### src/rtl/ssd_pkg.sv
// ssd_pkg: shared definitions for the seven-segment TDM display scheduler.
//   state_e      - scheduler FSM states (idle / dead-time blank / digit lit)
//   SEG_OFF      - active-low "all segments dark" pattern
//   GLYPH_x      - active-low a..g patterns for hex digits 0-F, seg[0]=a
package ssd_pkg;

  typedef enum logic [1:0] {
    S_IDLE  = 2'd0,
    S_BLANK = 2'd1,
    S_SHOW  = 2'd2
  } state_e;

  localparam logic [6:0] SEG_OFF = 7'h7F;

  // Bit order is {g,f,e,d,c,b,a}; a 0 lights the segment.
  localparam logic [6:0] GLYPH_0 = 7'h40;
  localparam logic [6:0] GLYPH_1 = 7'h79;
  localparam logic [6:0] GLYPH_2 = 7'h24;
  localparam logic [6:0] GLYPH_3 = 7'h30;
  localparam logic [6:0] GLYPH_4 = 7'h19;
  localparam logic [6:0] GLYPH_5 = 7'h12;
  localparam logic [6:0] GLYPH_6 = 7'h02;
  localparam logic [6:0] GLYPH_7 = 7'h78;
  localparam logic [6:0] GLYPH_8 = 7'h00;
  localparam logic [6:0] GLYPH_9 = 7'h10;
  localparam logic [6:0] GLYPH_A = 7'h08;
  localparam logic [6:0] GLYPH_B = 7'h03;
  localparam logic [6:0] GLYPH_C = 7'h46;
  localparam logic [6:0] GLYPH_D = 7'h21;
  localparam logic [6:0] GLYPH_E = 7'h06;
  localparam logic [6:0] GLYPH_F = 7'h0E;

endpackage

### src/rtl/ssd_hex_decoder.sv
// ssd_hex_decoder: combinational hex nibble to active-low seven-segment glyph.
//   nib - hex value 0..F
//   seg - segments a..g, active-low, seg[0]=a
module ssd_hex_decoder
  import ssd_pkg::*;
(
  input  logic [3:0] nib,
  output logic [6:0] seg
);

  always_comb begin
    seg = SEG_OFF;
    case (nib)
      4'h0: seg = GLYPH_0;
      4'h1: seg = GLYPH_1;
      4'h2: seg = GLYPH_2;
      4'h3: seg = GLYPH_3;
      4'h4: seg = GLYPH_4;
      4'h5: seg = GLYPH_5;
      4'h6: seg = GLYPH_6;
      4'h7: seg = GLYPH_7;
      4'h8: seg = GLYPH_8;
      4'h9: seg = GLYPH_9;
      4'hA: seg = GLYPH_A;
      4'hB: seg = GLYPH_B;
      4'hC: seg = GLYPH_C;
      4'hD: seg = GLYPH_D;
      4'hE: seg = GLYPH_E;
      4'hF: seg = GLYPH_F;
      default: seg = SEG_OFF;
    endcase
  end

endmodule

### src/rtl/ssd_tdm_scheduler.sv
// ssd_tdm_scheduler: time-division multiplexes N_DIGITS hex digits onto a shared
// active-low seven-segment bus. Each slot is BLANK_CYCLES dark cycles followed by
// the digit lit for the rest of the slot; digit 0 (rightmost) leads every frame.
// New digit values are only taken at frame boundaries so a frame is never mixed.
//   clk, rst     - system clock, synchronous active-high reset
//   en           - run enable; low forces the display dark and the FSM idle
//   digits_in    - 4*N_DIGITS hex nibbles, digit 0 in bits [3:0]
//   load         - level request to latch digits_in at the next frame boundary
//   lz_blank     - blank leading zero digits (digit 0 is never blanked)
//   load_ack     - pulse: digits_in latched at this boundary
//   frame_start  - pulse at each frame boundary
//   an           - anode enables, active-low
//   seg          - segments a..g, active-low, seg[0]=a
//
// Handshake: load is a level; it is honoured only on a cycle whose edge is a frame
// boundary, and load_ack pulses in the same cycle as frame_start. A load that
// drops before a boundary is simply never seen. All outputs are registered.
module ssd_tdm_scheduler
  import ssd_pkg::*;
#(
  parameter int CLK_HZ       = 100_000_000,
  parameter int FRAME_HZ     = 1000,
  parameter int N_DIGITS     = 4,
  parameter int BLANK_CYCLES = 1000
) (
  input  logic                  clk,
  input  logic                  rst,
  input  logic                  en,
  input  logic [4*N_DIGITS-1:0] digits_in,
  input  logic                  load,
  input  logic                  lz_blank,
  output logic                  load_ack,
  output logic                  frame_start,
  output logic [N_DIGITS-1:0]   an,
  output logic [6:0]            seg
);

  localparam int SLOT_CYCLES = CLK_HZ / (FRAME_HZ * N_DIGITS);
  localparam int CNT_W       = $clog2(SLOT_CYCLES);
  localparam int IDX_W       = $clog2(N_DIGITS);

  localparam logic [CNT_W-1:0] BLANK_LAST = CNT_W'(BLANK_CYCLES - 1);
  localparam logic [CNT_W-1:0] SLOT_LAST  = CNT_W'(SLOT_CYCLES - 1);
  localparam logic [IDX_W-1:0] IDX_LAST   = IDX_W'(N_DIGITS - 1);

  state_e                state_q, state_d;
  logic [CNT_W-1:0]      cnt_q, cnt_d;
  logic [IDX_W-1:0]      idx_q, idx_d;
  logic [4*N_DIGITS-1:0] shadow_q;
  logic                  boundary;

  logic [3:0]            cur_nib;
  logic [6:0]            dec_seg;
  logic [6:0]            lit_seg;
  logic [N_DIGITS-1:0]   lz_mask;
  logic [N_DIGITS-1:0]   an_onehot;
  logic                  upper_zero;

  // Slot/frame sequencing. en low wins over everything, including a boundary.
  always_comb begin
    state_d  = state_q;
    cnt_d    = cnt_q;
    idx_d    = idx_q;
    boundary = 1'b0;
    if (!en) begin
      state_d = S_IDLE;
      cnt_d   = '0;
      idx_d   = '0;
    end else begin
      case (state_q)
        S_IDLE: begin
          state_d  = S_BLANK;
          cnt_d    = '0;
          idx_d    = '0;
          boundary = 1'b1;
        end
        S_BLANK: begin
          cnt_d = cnt_q + CNT_W'(1);
          if (cnt_q == BLANK_LAST) state_d = S_SHOW;
        end
        S_SHOW: begin
          if (cnt_q == SLOT_LAST) begin
            state_d = S_BLANK;
            cnt_d   = '0;
            if (idx_q == IDX_LAST) begin
              idx_d    = '0;
              boundary = 1'b1;
            end else begin
              idx_d = idx_q + IDX_W'(1);
            end
          end else begin
            cnt_d = cnt_q + CNT_W'(1);
          end
        end
        default: begin
          state_d = S_IDLE;
          cnt_d   = '0;
          idx_d   = '0;
        end
      endcase
    end
  end

  // lz_mask[i] is set when shadow digits N_DIGITS-1..i are all zero.
  always_comb begin
    upper_zero = 1'b1;
    lz_mask    = '0;
    for (int i = N_DIGITS - 1; i >= 1; i--) begin
      upper_zero = upper_zero & (shadow_q[4*i +: 4] == 4'h0);
      lz_mask[i] = upper_zero;
    end
  end

  // Whenever the next state is SHOW, idx and shadow are unchanged by this edge,
  // so the current registers already select the digit about to be lit.
  assign cur_nib = shadow_q[{idx_q, 2'b00} +: 4];

  ssd_hex_decoder u_dec (
    .nib (cur_nib),
    .seg (dec_seg)
  );

  assign lit_seg = (lz_blank && lz_mask[idx_q]) ? SEG_OFF : dec_seg;

  always_comb begin
    an_onehot        = '0;
    an_onehot[idx_q] = 1'b1;
  end

  always_ff @(posedge clk) begin
    if (rst) begin
      state_q     <= S_IDLE;
      cnt_q       <= '0;
      idx_q       <= '0;
      shadow_q    <= '0;
      frame_start <= 1'b0;
      load_ack    <= 1'b0;
      an          <= '1;
      seg         <= SEG_OFF;
    end else begin
      state_q     <= state_d;
      cnt_q       <= cnt_d;
      idx_q       <= idx_d;
      frame_start <= boundary;
      load_ack    <= boundary & load;
      if (boundary && load) shadow_q <= digits_in;
      if (state_d == S_SHOW) begin
        an  <= ~an_onehot;
        seg <= lit_seg;
      end else begin
        an  <= '1;
        seg <= SEG_OFF;
      end
    end
  end

endmodule

### config.mk
export PLATFORM = sky130hd
export DESIGN_NAME = ssd_tdm_scheduler
export DESIGN_NICKNAME = d
export VERILOG_FILES = /design/src/rtl/ssd_pkg.sv /design/src/rtl/ssd_hex_decoder.sv /design/src/rtl/ssd_tdm_scheduler.sv
export SDC_FILE = /design/constraint.sdc
export NUM_CORES = 1
export LEC_CHECK = 0
export ABC_AREA = 1
export ABC_CLOCK_PERIOD_IN_PS = 2400
export BUFFER_PORTS_ARGS = -buffer_cell sky130_fd_sc_hd__buf_2
export CORE_UTILIZATION = 57
export DETAILED_ROUTE_END_ITERATION = 8
export PLACE_DENSITY = 0.79
export SLEW_MARGIN = 20
export SYNTH_ARGS = -nofsm -noshare
export SYNTH_HDL_FRONTEND = slang
export SYNTH_SLANG_ARGS = --single-unit
### constraint.sdc
create_clock -name clk -period 2.4 [get_ports clk]
set_clock_uncertainty 0.2 [all_clocks]
set_input_delay 0.48 -clock clk [delete_from_list [all_inputs] [get_ports clk]]
set_output_delay 0.48 -clock clk [all_outputs]
set_load 0.02 [all_outputs]
Yosys cells after proc, flatten, opt, wreduce, memory -nomap -nowiden. Memory sizes are Yosys's and may differ from the RTL's. A register that Yosys moved wholly into a read port is not among the register bits. Cells that the tools add are included.

Flip-flop bits (word level): 41. ROM bits: 112. Output and inout port bits: 13. Memories: 1.

Add/subtract/negate cells: 2. Magnitude comparators: 2. Equal/unequal tests: 7. Shift operators: 1. Muxes and demuxes: 17. Bitwise operators: 7. Reduce and logical (&&, ||, !) cells: 11.

Memory list: (name not given) (words 16, bits a word 7, read ports 1, clocked after memory_dff 1, write ports 0, line ssd_hex_decoder.sv:13) `case (nib)`.

Operators by type and width (number): 15-bit case mux with 2 select lines (1); 16-bit by 5-bit variable part select with 4-bit output (1); 15-bit by 1-bit adder with 15-bit output (second input constant) (1); 15-bit by 10-bit equality test with 1-bit output (second input constant) (1); 15-bit equality test (second input constant) (1); 15-bit two-way mux (1); 4-bit zero test (3); 2-bit two-way mux (5); 2-bit equality test (second input constant) (3); 2-bit case mux with 3 select lines (1); 1-bit two-way mux (5); 4-bit inverter (1); 2-bit case mux with 2 select lines (1); 2-bit OR reduction (2); 1-bit AND (3); 1-bit logical AND (3); 2-bit by 3-bit less-than comparator with 1-bit output (second input constant) (1); 1-bit inverter (3); 3-bit OR reduction (1); 2-bit by 1-bit adder with 2-bit output (second input constant) (1); 1-bit binary-select mux with 2-bit select (1); 1-bit demux with 2-bit select (1); 2-bit by 1-bit equality test with 1-bit output (second input constant) (1); 2-bit by 1-bit >= comparator with 1-bit output (second input constant) (1); other kinds (4) (4).

Depth between registers and ports, before layout. Gate-level depths: netlist (run 1).

Depth after elaboration: 7. Gate-level depth with buffers: 14. Mapped depth without buffers: 12.

By module. Synthesis (run 1) repeated with hierarchy kept, for this count alone.

Cell total of the unflattened synthesis: 334. Area, all modules: 2469.9 um^2.

Modules (own cells, without submodules): ssd_tdm_scheduler (times used 1, cells each 285, area an instance 2195.9 um^2, seq. area each 960.9 um^2); ssd_hex_decoder (times used 1, cells each 49, area an instance 274.0 um^2, seq. area each 0.0 um^2).

Worst setup path after synthesis (run 1). OpenSTA, ideal clock, no wires.

Path type: flip-flop to flip-flop. Start point: reg idx_q[0]. End point: reg seg[3]. Setup time: 138 ps. Data arrival time: 1589 ps. Required time: 2062 ps. Slack: 473 ps. Stages on the path, launching flop included: 14. Buffers on the path: 2. Period minus slack after synthesis: 1927 ps. Cell sequence: dfxtp_1 -> buf_6 -> inv_2 -> buf_6 -> nand2_1 -> nand3_1 -> nand2_1 -> inv_1 -> ha_1 -> nand3b_1 -> nand3_1 -> nand2_1 -> inv_1 -> nand4_1.

Word-level cells in the longest chain between the ends: 4. Elaborated cells on any way between the ends: 5. Those cells by class: shift: 1; mux: 2; reduce/logical: 2.

RTL lines: start: declaration (line ssd_tdm_scheduler.sv:48) `logic [IDX_W-1:0] idx_q, idx_d;`; start signal: assignment (line ssd_tdm_scheduler.sv:143) `idx_q <= idx_d;`; 1-bit binary-select mux with 2-bit select (line ssd_tdm_scheduler.sv:123) `assign lit_seg = (lz_blank && lz_mask[idx_q]) ? SEG_OFF : dec_seg;`; 1-bit two-way mux (not written as such) (line ssd_tdm_scheduler.sv:123); 1-bit logical AND (line ssd_tdm_scheduler.sv:123); 3-bit OR reduction (no source line); end: declaration (line ssd_tdm_scheduler.sv:35) `output logic [6:0] seg`.

Several ways; a longest one is shown, not always the timed one. The select of a mux whose other input is x is not followed. A chain may end at the register's enable or synchronous reset.

Worst setup path in the final report (run 1).
Start point: reg idx_q[1]. End point: reg seg[5].

The elaborated chain is that of the path after synthesis.

==> reports/results.tsv, run 1 <==
metric	value	unit
routed_wl	4.700	mm
portBuffers	33	
coreArea	4115	um2
rr_worst_depth	9	
hold_buffers	0	
syn-num-nets	382	
status	finished clean	
grt_max_degree	19	
design_area	2821	um2
syn_area	2506	um2
max_stage_delay	0.40	ns
tightest_slew	0.6125	ns
finalCritPeriodShare	84.51	%
place.gp.congestion	0.8723	
grt_setup_unrepaired	false	
nFillCells	377	
drtIter0Drc	76	
hp-start	rst	
viasPerCell	4.935	
slew_violations	0	
synth.avg_cell_area	7.243	um2
holdWs	0.1722	ns
r2r-end	seg[5]$_SDFF_PP1_	
synth_seq_cells	48	
crit_top_cell	nand2_1	
place_area	2663	um2
wire_per_inst	10.96	um
rows	23	
grt_first_pass_wirelength	8.135	mm
cts_max_path_buffers	2	
cp-start-kind	flip-flop	
clock_latency	0.30	ns
dieArea	4666	um2
fin_util	68.56	%
firstDrtPassIters	4	
hpwl	3.554	mm
num-nets-final	414	
syn_inst	346	
numCtsBuffers	5	
drv_cap	0	
fin_cells	429	
num_vias	2117	
ios	34	
fin_total_pwr	1.787	mW
fp.dieW	68.31	um
overflow	0	
setup_violations	0	
antenna_found_initial	0	
r2r_setup_slack	0.37	ns
cts_sinks	48	
clock-root-buffer	clkbuf_8	
area_delta_synth_final	12.58	%
cp_cell_sequence	inv_1 -> nand3_1 -> nand2_1 -> inv_1 -> ha_1 -> nand2_1 -> nand2_1 -> a21oi_1 -> nand4_1	
worst-setup-path-type	flip-flop to flip-flop	
finalWorstSetupSlack	0.3717	ns
p_per_area	633.3	nW/um2
grt_usage	23.47	%
tns	0	ns
min_to	load_ack$_SDFF_PP0_	
dieHeight	68.31	um
hold_viol	0	
critPathCaptureType	flip-flop	
p_leak	1.222	nW
cp_slowest_cell	dfxtp_1	
r2r_start	idx_q[1]$_SDFFE_PP0P_	
postCtsSetupBuffers	0	
final_cell_mix	nand2_1, nor2_1, dfxtp_1, inv_1, buf_2	
htreeDepth	2	
initial_core_util	60.90	%
cts_tree	done	
synth.distinct_cells	32	
cp_max_fo	9	
arrival	2.00	ns
drive_gt1_share	17.68	%
clk_pin_slew_worst_paths	0.09	ns
antenna_left	0	
drc	0	
min_period	2.028	ns
yosysSeqAreaShare	38.34	%
cts_resized	0	
dp_slack	0.3973	ns
min_delay_path_depth	2	
grt_pass1_vias	1933	
worst_hold_path_type	input pin to flip-flop	
fmax	493.0	MHz
ir_worst_vdd	363.1	uV
max-slew-margin-rel	59.13	%
dp_cells	421	
final_common_cell	nand2_1	
cp.required	2.37	ns
yosysWarnings	0	
antenna_cells	0	
-- report_power, final --
group          switching (mW)  leakage, nW  internal (mW)
sequential             0.0140        0.391          0.817
combinational           0.100        0.753         0.0619
clock                   0.273       0.0784          0.521
total                   0.387         1.22           1.40
-- registers in the layout, indices dropped and copies added, names as in the netlist --
name and count:
an 4, cnt_q 15, frame_start 1, idx_q 2, load_ack 1, seg 7
shadow_q 16, state_q 2
-- layer usage --
metal  track usage, %  vias to the layer above  wire (um)
li1                 -                     1160          -
met5                0                        -          0
met3            5.667                       11        185
met2            38.11                       41       2013
met1            29.03                      905       2388
met4            10.68                        0        112
-- synth_stat cells (all sizes together) --
cell     number  area share [%]
nand2        75              12
nor2         71              11
dfxtp        48              38
inv          39             6.0
nand3        30             6.6
o21ai        22             4.8
ha           15             7.5
nand4         8             2.0
nor3          8             1.8
buf           7             2.8
a21oi         6             1.2
xor2          6             2.1
nor3b         3            0.90
clkbuf        2            0.30
nand3b        2            0.60
and3          1            0.25
clkinv        1            0.20
nor4          1            0.50
o2111ai       1            0.35
-- cell type report --
class,count,area [um2],area share (%)
Inverter,40,156.4,5.543
Sequential cell,48,960.9,34.06
Clock buffer,5,68.82,2.439
Clock inverter,3,90.09,3.193
Timing Repair Buffer,34,172.7,6.120
Tap cell,50,62.56,2.217
Multi-Input combinational cell,249,1310,46.43
-- worst max-delay path by stage --
stage | startpoint | to | slack [ns]
floorplan | idx_q[0]$_SDFFE_PP0P_ | seg[3]$_SDFF_PP1_ | 0.47
global placement | idx_q[1]$_SDFFE_PP0P_ | seg[5]$_SDFF_PP1_ | 0.43
detailed placement | idx_q[1]$_SDFFE_PP0P_ | seg[3]$_SDFF_PP1_ | 0.40
CTS | idx_q[1]$_SDFFE_PP0P_ | seg[3]$_SDFF_PP1_ | 0.37
global route | idx_q[1]$_SDFFE_PP0P_ | seg[0]$_SDFF_PP1_ | 0.14
finish | idx_q[1]$_SDFFE_PP0P_ | seg[5]$_SDFF_PP1_ | 0.37
-- critical path, delay by kind of cell, from the launching register on --
family / cells / cell delay (ns)
simple gates: 5 / 0.59
flops: 1 / 0.40
buf+inv: 2 / 0.36
fa+ha+maj: 1 / 0.23
compound gates: 1 / 0.13
-- kinds of logic (layout without fill, tap and decap cells) --
| group | after synthesis | in the layout | share of synthesized area [%] |
|---|---|---|---|
| and+or+nand+nor | 199 | 199 | 36.30 |
| DFF | 48 | 48 | 38.34 |
| AOI/OAI and AO/OA | 29 | 29 | 6.391 |
| adders and majority gates | 15 | 15 | 7.489 |
| xor gates and xnor gates | 6 | 6 | 2.097 |
| buffers and inverters | 49 | 82 | 9.386 |
(Power assumes the default switching activity.)
==> run 2: changes to the inputs <==
--- a/config.mk
+++ b/config.mk
@@ -5,12 +5,12 @@
 export SDC_FILE = /design/constraint.sdc
 export NUM_CORES = 1
 export LEC_CHECK = 0
-export ABC_AREA = 1
-export ABC_CLOCK_PERIOD_IN_PS = 2400
+export ABC_AREA = 0
+export ABC_CLOCK_PERIOD_IN_PS = 1800
 export BUFFER_PORTS_ARGS = -buffer_cell sky130_fd_sc_hd__buf_2
-export CORE_UTILIZATION = 57
+export CORE_UTILIZATION = 51
 export DETAILED_ROUTE_END_ITERATION = 8
-export PLACE_DENSITY = 0.79
+export PLACE_DENSITY = 0.75
 export SLEW_MARGIN = 20
 export SYNTH_ARGS = -nofsm -noshare
 export SYNTH_HDL_FRONTEND = slang
==> constraint.sdc (replaced) <==
create_clock -name clk -period 1.8 [get_ports clk]
set_clock_uncertainty 0.2 [all_clocks]
set_input_delay 0.36 -clock clk [delete_from_list [all_inputs] [get_ports clk]]
set_output_delay 0.36 -clock clk [all_outputs]
set_load 0.02 [all_outputs]
==> run 2 against run 1 <==
Effect of this change: the flow now finishes with violations (setup timing); worst hold slack worse by 0.087 ns; critical path type unchanged; combinational power rose by 36%; maximum frequency is 13% lower.
==> reports/results.tsv, run 2 <==
metric	value	unit	change
synth-edff-count	0		unchanged
fin_cells	373		was 429
synthFlopType	dfxtp_1		unchanged
drc	0		unchanged
initial_core_util	52.90	%	was 60.90%
firstDrtPassIters	4		unchanged
nFillCells	307		was 377
largest_reg_flops	16		unchanged
grt_pass1_vias	1971		was 1933
ir_worst_vdd	696.2	uV	was 363.1 uV
arrival	2.32	ns	was 2.00 ns
regArea	973.4	um2	was 960.9 um2
num-nets-final	356		was 414
dieArea	4789	um2	was 4666 um2
setup_violations	48		was 0
final_common_cell	buf_4		was nand2_1
status	complete, but fails checks		was finished clean
grt_setup_unrepaired	true		was false
drtIter0Drc	106		was 76
area_delta_synth_final	38.84	%	was 12.58%
place.gp.congestion	0.8516		was 0.8723
overflow	0		unchanged
cts_max_path_buffers	2		unchanged
yosysSeqAreaShare	41.72	%	was 38.34%
ios	34		unchanged
antenna_found_initial	0		unchanged
cts_tree	done		unchanged
critPathCaptureType	flip-flop		unchanged
synth.avg_cell_area	9.929	um2	was 7.243 um2
top_regs	shadow_q: 16 flops, cnt_q: 15 flops, seg: 7 flops		unchanged
finalCritPeriodShare	130.0	%	was 84.51%
min_period	2.340	ns	was 2.028 ns
viasPerCell	5.389		was 4.935
cts_sinks	48		unchanged
worst_hold_path_type	input pin to flip-flop		unchanged
cp_max_fo	7		was 9
slew_violations	0		unchanged
ys_async_sr_fraction	0	%	unchanged
cp_slowest_cell	or4_4		was dfxtp_1
grt_first_pass_wirelength	9.094	mm	was 8.135 mm
numCtsBuffers	5		unchanged
yosysWarnings	0		unchanged
drive_gt1_share	42.37	%	was 17.68%
yosysTopAreaCellShare	41.72	%	was 38.34%
synthTopCellsByCount	dfxtp_1, nor2_1, mux2i_1, nand2_1, ha_1		was nand2_1, nor2_1, dfxtp_1, inv_1, nand3_1
p_per_area	621.3	nW/um2	was 633.3 nW/um2
htreeDepth	2		unchanged
num_vias	2010		was 2117
grt_usage	23.60	%	was 23.47%
violations	setup timing		
grt_max_degree	20		was 19
antenna_left	0		unchanged
synth.distinct_cells	48		was 32
synth_most_common_cell	dfxtp_1		was nand2_1
dp_cells	356		was 421
final_cell_mix	buf_4, dfxtp_1, buf_2, nor2_1		was nand2_1, nor2_1, dfxtp_1, inv_1, buf_2
synth_area_leaders	dfxtp_1, ha_1, mux2i_1		was dfxtp_1, nand2_1, nor2_1
cp.required	1.78	ns	was 2.37 ns
coreArea	4354	um2	was 4115 um2
syn_inst	232		was 346
hold_buffers	0		unchanged
hpwl	3.636	mm	was 3.554 mm
clk_pin_slew_worst_paths	0.09	ns	about the same
yosysTopAreaCell	dfxtp_1		unchanged
clock_latency	0.30	ns	about the same
wire_per_inst	15.84	um	was 10.96 um
syn_area	2303	um2	was 2506 um2
max_stage_delay	0.43	ns	was 0.40 ns
dieHeight	69.21	um	was 68.31 um
cp_cell_sequence	ha_4 -> or3b_4 -> or4_4 -> o21a_4 -> nor3_4 -> o221ai_1		was inv_1 -> nand3_1 -> nand2_1 -> inv_1 -> ha_1 -> nand2_1 -> nand2_1 -> a21oi_1 -> nand4_1
multi_input_comb_area	1413	um2	was 1310 um2
max-slew-margin-rel	70.19	%	was 59.13%
synth_seq_cells	48		unchanged
portBuffers	33		unchanged
rows	24		was 23
finalWorstSetupSlack	-0.5399	ns	was 0.3717 ns
holdWs	0.08542	ns	was 0.1722 ns
clock-root-buffer	clkbuf_8		unchanged
tightest_slew	0.4430	ns	was 0.6125 ns
routed_wl	5.910	mm	was 4.700 mm
syn-num-nets	268		was 382
drv_cap	0		unchanged
worst-setup-path-type	flip-flop to flip-flop		unchanged
fmax	427.4	MHz	was 493.0 MHz
cp-start-kind	flip-flop		unchanged
antenna_cells	0		unchanged
top_register	shadow_q		unchanged
p_leak	1.382	nW	was 1.222 nW
hold_viol	0		unchanged
fp.dieW	69.21	um	was 68.31 um
## run 2: area by class of cell
cell class / count / share of cell area, %
Clock buffer: 7 / 2.700
Clock inverter: 1 / 0.2347
Inverter: 10 / 1.174
Multi-Input combinational cell: 167 / 44.17
Sequential cell: 48 / 30.44
Tap cell: 52 / 2.034
Timing Repair Buffer: 88 / 19.25
## run 2: worst paths after layout
kind,startpoint,endpoint,slack [ns],depth (start not counted)
worst max-delay path,state_q[1]$_SDFF_PP0_,seg[2]$_SDFF_PP1_,-0.54,6
worst min-delay path,digits_in[15],shadow_q[15]$_SDFFE_PP0P_,0.09,3
worst max register to register,state_q[1]$_SDFF_PP0_,seg[2]$_SDFF_PP1_,-0.54,6
worst min register to register,shadow_q[2]$_SDFFE_PP0P_,shadow_q[2]$_SDFFE_PP0P_,0.31,2
## run 2: layer usage
layer | routed length, um | GRT usage (%) | part of all wire [%]
met1 | 2503 | 29.59 | 42
met2 | 3129 | 39.91 | 53
met3 | 174 | 4.215 | 2.9
met4 | 102 | 9.297 | 1.7
met5 | 0 | 2.222 | 0
## run 2: stage by stage
step	util, %	worst slack [ns]	total power, mW	instance area, um2	setup TNS, ns
after floorplan	-	-0.3463	1.230	2351	-8.006
final	73.45	-0.5399	1.987	3198	-17.63
after global routing	73.45	-0.6152	2.063	3198	-20.51
after global placement	66.29	-0.4308	1.304	2887	-11.81
after detailed placement	66.29	-0.4797	1.310	2887	-12.91
after CTS	71.15	-0.4546	1.985	3098	-14.88
## run 2: critical path, delay by kind of cell, from the launching register on
kind            cells  cell delay, ns
flops               1            0.37
fa+ha+maj           1            0.15
compound gates      2            0.39
simple gates        3            1.11
## run 2: kinds of logic after synthesis
family | count (synthesis) | synth area share (%)
multiplexers | 23 | 12.28
AND/OR/NAND/NOR | 91 | 21.40
AO/OA/AOI/OAI | 24 | 7.876
adder cells (fa/ha/maj) | 15 | 8.148
buffers and inverters | 18 | 3.639
flip-flops | 48 | 41.72
XOR/XNOR | 13 | 4.943
## run 2: repair_timing
| item | 4_1_cts | 5_1_grt |
|---|---|---|
| gates cloned | 2 | 0 |
| setup endpoints to repair | 47 | 48 |
| pin swaps | 16 | 7 |
| resized for setup | 10 | 23 |
| setup buffers | 5 | 2 |
## run 2: where the power goes
group	switching [mW]	internal, mW
registers	0.0151	1.08
clock network	0.359	0.313
logic	0.107	0.114
total	0.481	1.51
